`config.mk`:
```
export PLATFORM = sky130hd
export DESIGN_NAME = disp_scan_ctrl
export DESIGN_NICKNAME = d
export VERILOG_FILES = /design/src/rtl/disp_scan_ctrl.sv
export SDC_FILE = /design/constraint.sdc
export NUM_CORES = 1
export LEC_CHECK = 0
export CORE_ASPECT_RATIO = 1.75
export CORE_MARGIN = 10
export CORE_UTILIZATION = 45
export DETAILED_ROUTE_END_ITERATION = 6
export DONT_BUFFER_PORTS = 1
export HOLD_SLACK_MARGIN = 0.08
export PLACE_DENSITY_LB_ADDON = 0.08
export RECOVER_POWER = 50
export REMOVE_ABC_BUFFERS = 1
export SETUP_SLACK_MARGIN = 0.02
export SLEW_MARGIN = 20
export SYNTH_ARGS = -nofsm -noshare
export SYNTH_HDL_FRONTEND = slang
export SYNTH_SLANG_ARGS = --single-unit
```
`constraint.sdc`:
```
create_clock -name clk -period 4.1 [get_ports clk]
set_input_delay 0.82 -clock clk [delete_from_list [all_inputs] [get_ports clk]]
set_output_delay 0.82 -clock clk [all_outputs]
set_load 0.005 [all_outputs]
```
`src/rtl/disp_scan_ctrl.sv`:
```
// rtl/disp_scan_ctrl.sv - 8-digit seven-segment scan driver for a 3-to-8 active-low decoder
module disp_scan_ctrl #(
    parameter int SCAN_DIV     = 50000,
    parameter int BLANK_CYCLES = 100,
    parameter int CNT_W        = 16
) (
    input  logic        clk,
    input  logic        rst_n,
    input  logic        load,
    input  logic [31:0] data_in,
    input  logic [7:0]  mask_in,
    input  logic [7:0]  dp_in,
    output logic        load_ack,
    output logic        frame_done,
    output logic [2:0]  sel,
    output logic        g1,
    output logic        g2a,
    output logic        g2b,
    output logic [7:0]  seg
);

    typedef enum logic [0:0] {BLANK, SHOW} state_t;

    state_t           state_q, state_d;
    logic [CNT_W-1:0] cnt_q, cnt_d;
    logic [2:0]       idx_q, idx_d;
    logic [31:0]      act_data_q, act_data_d, pend_data_q;
    logic [7:0]       act_mask_q, act_mask_d, pend_mask_q;
    logic [7:0]       act_dp_q, act_dp_d, pend_dp_q;
    logic             pend_valid_q;
    logic             boundary;
    logic             lit_d;
    logic [3:0]       nib_d;
    logic [7:0]       hex_d;
    logic [7:0]       seg_d;
    logic             frame_done_d;

    // Sequencing and frame-boundary buffer swap
    always_comb begin
        state_d    = state_q;
        cnt_d      = cnt_q + 1'b1;
        idx_d      = idx_q;
        boundary   = 1'b0;
        act_data_d = act_data_q;
        act_mask_d = act_mask_q;
        act_dp_d   = act_dp_q;
        case (state_q)
            BLANK: begin
                if (cnt_q == CNT_W'(BLANK_CYCLES - 1)) begin
                    state_d = SHOW;
                    cnt_d   = '0;
                end
            end
            SHOW: begin
                if (cnt_q == CNT_W'(SCAN_DIV - 1)) begin
                    state_d  = BLANK;
                    cnt_d    = '0;
                    idx_d    = idx_q + 3'd1;
                    boundary = (idx_q == 3'd7);
                end
            end
            default: begin
                state_d = BLANK;
                cnt_d   = '0;
            end
        endcase
        if (boundary) begin
            // A load landing on the boundary itself beats any older pending content
            if (load) begin
                act_data_d = data_in;
                act_mask_d = mask_in;
                act_dp_d   = dp_in;
            end else if (pend_valid_q) begin
                act_data_d = pend_data_q;
                act_mask_d = pend_mask_q;
                act_dp_d   = pend_dp_q;
            end
        end
    end

    // Output values are derived from the next state so the registered outputs line up with it
    always_comb begin
        nib_d = act_data_d[idx_d*4 +: 4];
        case (nib_d)
            4'h0: hex_d = 8'h03;
            4'h1: hex_d = 8'h9F;
            4'h2: hex_d = 8'h25;
            4'h3: hex_d = 8'h0D;
            4'h4: hex_d = 8'h99;
            4'h5: hex_d = 8'h49;
            4'h6: hex_d = 8'h41;
            4'h7: hex_d = 8'h1F;
            4'h8: hex_d = 8'h01;
            4'h9: hex_d = 8'h09;
            4'hA: hex_d = 8'h11;
            4'hB: hex_d = 8'hC1;
            4'hC: hex_d = 8'h63;
            4'hD: hex_d = 8'h85;
            4'hE: hex_d = 8'h61;
            default: hex_d = 8'h71;
        endcase
        lit_d        = (state_d == SHOW) && act_mask_d[idx_d];
        seg_d        = lit_d ? {hex_d[7:1], ~act_dp_d[idx_d]} : 8'hFF;
        frame_done_d = (state_d == SHOW) && (idx_d == 3'd7) &&
                       (cnt_d == CNT_W'(SCAN_DIV - 1));
    end

    always_ff @(posedge clk or negedge rst_n) begin
        if (!rst_n) begin
            state_q      <= BLANK;
            cnt_q        <= '0;
            idx_q        <= '0;
            act_data_q   <= '0;
            act_mask_q   <= '0;
            act_dp_q     <= '0;
            pend_data_q  <= '0;
            pend_mask_q  <= '0;
            pend_dp_q    <= '0;
            pend_valid_q <= 1'b0;
            load_ack     <= 1'b0;
            frame_done   <= 1'b0;
            sel          <= '0;
            g1           <= 1'b0;
            g2a          <= 1'b1;
            g2b          <= 1'b1;
            seg          <= 8'hFF;
        end else begin
            state_q    <= state_d;
            cnt_q      <= cnt_d;
            idx_q      <= idx_d;
            act_data_q <= act_data_d;
            act_mask_q <= act_mask_d;
            act_dp_q   <= act_dp_d;
            if (boundary) begin
                pend_valid_q <= 1'b0;
            end else if (load) begin
                pend_data_q  <= data_in;
                pend_mask_q  <= mask_in;
                pend_dp_q    <= dp_in;
                pend_valid_q <= 1'b1;
            end
            load_ack   <= load;
            frame_done <= frame_done_d;
            sel        <= idx_d;
            g1         <= lit_d;
            g2a        <= ~lit_d;
            g2b        <= ~lit_d;
            seg        <= seg_d;
        end
    end

endmodule

```
==> impl_metrics.csv <==
group,metric,value,unit
synth,netlist_area,6950,um^2
floorplanning,io_pins,67,
cells_and_area,multi_input_area,3446,um^2
global_routing,antenna_found_initial,1,
synth,synth_seq_area_share,46.61,%
clock_network,cts_buffer_depth,2,
worst_setup_path,cp.required,4.42,ns
timing,rsz0062_at_grt,"false",
detailed_routing,drc,0,
floorplanning,dieArea,21010,um^2
floorplanning,core,15240,um^2
timing,tightest_slew,0.7546,ns
worst_setup_path,reg2reg_depth,16,
clock_network,tritoncts,"yes",
clock_network,clkTransAtPathRegs,0.06,ns
worst_setup_path,r2r_setup_slack,0.30,ns
timing,report.final.setup_viol,0,
power,ir_worst_vdd,0.0002445,V
worst_setup_path,r2r_start,"idx_q[0]$_DFF_PN0_",
power,power_leakage,3.298,nW
cells_and_area,utilization,51.12,%
detailed_routing,via_per_inst,6.040,
clock_network,cts.sinks,129,
place,dp_hpwl,13.27,mm
clock_network,clock_latency,0.42,ns
place,post_dp_cell_area,7174,um^2
status,status,"finished, final reports clean",
worst_hold_path,hp-class,"primary input to async pin",
timing,finClkSkew,0.01085,ns
detailed_routing,detail-route-antenna-nets,0,
detailed_routing,wirelength_met1,7.697,mm
global_routing,grt_first_pass_wirelength,31.83,mm
timing,drv_slew,0,
timing,fmax,0.2629,GHz
worst_setup_path,path_class,"flip-flop to flip-flop",
cells_and_area,nets,776,
detailed_routing,routedWlPerCell,21.36,um
cells_and_area,design_area,7790,um^2
detailed_routing,first_pass_iters,5,
cells_and_area,ff_latch_area,3241,um^2
detailed_routing,num_vias,5539,
detailed_routing,wirelength,19.59,mm
cells_and_area,area_growth,12.08,%
global_routing,grt_pass1_vias,5773,
detailed_routing,maxUsedRoutingLayer,"met4",
floorplanning,fp.dieW,113.9,um
clock_network,cts_root_buffer,"clkbuf_16",
clock_network,cts_max_level,4,
clock_network,post_cts_buffers,0,
synth,synthArstFlopShare,100.0,%
timing,hold_slack,0.1008,ns
detailed_routing,met2_length,10.31,mm
floorplanning,die_height,184.4,um
timing,slew_headroom,49.57,%
synth,syn_inst,719,
worst_setup_path,startpoint_type,"flip-flop",
floorplanning,fp-row-count,60,
floorplanning,start_util,45.61,%
synth,avgSynthCellArea,9.667,um^2
job,drv_cap,0,
synth,ys_seq_elements,129,
worst_setup_path,crit_fanout,14,
global_routing,grt_max_degree,130,
timing,timing.final.crit_period,3.804,ns
worst_setup_path,reg2reg_to,"seg[4]$_DFF_PN1_",
cells_and_area,final_cell_mix,"nor2_1, dfrtp_1, mux2_2",
cells_and_area,final_common_cell,"nor2_1",
place,portBuffers,0,
place,place.gp.congestion,0.8845,
cells_and_area,drive_above_1_share,19.34,%
worst_setup_path,crit_arrival,4.13,ns
synth,synth_edf_count,0,
power,cellPowerDensity,389.4,nW/um^2
detailed_routing,met3_length,1.075,mm
global_routing,grt_use_total,19.06,%
synth,yosysUniqueCellTypes,68,
synth,synthFlopType,"dfrtp_1",
timing,fin_crit_sh,92.78,%
detailed_routing,drtIter0Drc,278,
worst_setup_path,cp-end-kind,"flip-flop",
global_routing,grt.overflow.total,0,
clock_network,numCtsBuffers,17,
timing,hold_violations,0,
cells_and_area,nFillCells,1403,
synth,yosys_warnings,0,
## power by group
group | internal [mW] | switching (mW)
clock | 0.932 | 0.588
sequential | 1.34 | 0.0369
combinational | 0.0722 | 0.0599
## per-stage QoR
step	std cells	total power, mW	setup TNS, ns	worst slack (ns)
2_1_floorplan	673	1.500	-0.6465	-0.1801
3_3_place_gp	882	1.527	0	0.1961
3_5_place_dp	882	1.534	0	0.03540
6_report	917	3.033	0	0.2959
4_1_cts	914	3.054	0	0.02832
5_1_grt	917	3.133	0	0.04473
## synthesized netlist by cell type, types with 4 or more instances
cell,n,area [um^2]
or3_1,17,106.4
o211a_1,15,150.1
nand2_1,23,86.33
inv_1,12,45.04
mux2_2,54,608.1
nor2_1,142,533.0
clkbuf_1,25,93.84
ha_1,9,112.6
buf_2,14,70.07
o41ai_1,9,78.83
mux2i_1,6,60.06
a21oi_1,35,175.2
inv_2,4,15.01
o21a_1,11,82.58
nor4b_1,15,131.4
o21ai_0,19,95.09
dfrtp_1,120,3003
o21ai_1,4,20.02
a211oi_1,11,82.58
nor3_1,49,245.2
xor2_1,9,78.83
nor4_1,5,31.28
xnor2_1,4,35.03
nand2b_1,10,62.56
nand3_1,17,85.08
nand4_1,5,31.28
o2111ai_1,4,35.03
dfstp_2,9,236.5
o211ai_1,5,37.54
and3_1,4,25.02
## how the worst max path moves through the flow
stage                  endpoint                from
5_1_grt        seg[4]$_DFF_PN1_  cnt_q[0]$_DFF_PN0_
6_report       seg[4]$_DFF_PN1_  idx_q[0]$_DFF_PN0_
2_1_floorplan  seg[4]$_DFF_PN1_  cnt_q[0]$_DFF_PN0_
3_5_place_dp   seg[4]$_DFF_PN1_  cnt_q[0]$_DFF_PN0_
4_1_cts        seg[4]$_DFF_PN1_  cnt_q[0]$_DFF_PN0_
3_3_place_gp   seg[4]$_DFF_PN1_  cnt_q[0]$_DFF_PN0_
## layout make-up
cell class	count	area share (%)
Multi-Input combinational cell	527	44.23
Sequential cell	129	41.60
Clock buffer	21	5.911
Tap cell	186	2.987
Timing Repair Buffer	24	2.666
Clock inverter	11	1.719
Inverter	17	0.8191
Antenna cell	2	0.06425
## registers in the layout, summed over array words and instances, names as in the netlist
register,flops
act_data_q,32
act_dp_q,8
act_mask_q,8
cnt_q,16
frame_done,1
g1,1
g2b,1
idx_q,3
load_ack,1
pend_data_q,32
pend_dp_q,8
pend_mask_q,8
pend_valid_q,1
seg,8
state_q,1
## cell families (layout without fill, tap and decap cells)
logic type      Yosys count  after routing  share of synthesized area, %
compound gates          134            134                         13.92
mux                      62             62                         10.10
flops                   129            129                         46.61
other cells               0              2                             0
xor+xnor                 13             13                         1.638
fa+ha+maj                 9              9                         1.620
simple gates            309            309                         22.18
buf+inv                  63             73                         3.942
## worst max-delay path, stage by stage, from the launching register on
cell	delay (ns)
dfrtp_1	0.45
ha_1	0.19
ha_1	0.21
nand2_1	0.47
nor2_4	0.48
buf_4	0.30
nor2_1	0.07
nor2_1	0.14
o211a_1	0.17
a211oi_1	0.07
a211oi_1	0.23
buf_4	0.19
inv_1	0.07
ha_1	0.30
nor2_1	0.05
a211oi_1	0.22
o21ai_1	0.09
## layer usage
layer | vias to the layer above | GRT usage, %
li1 | 2575 | -
met1 | 2796 | 21.26
met2 | 132 | 32.92
met3 | 36 | 5.208
met4 | 0 | 8.254
met5 | - | 0
## timing repair
| item | 4_1_cts | 5_1_grt |
|---|---|---|
| resized for setup | 0 | 2 |
| endpoints found under the hold margin | 0 | 10 |
| endpoints found under the setup margin | 0 | 7 |
| hold buffers | 0 | 1 |
(Power assumes the default switching activity.)
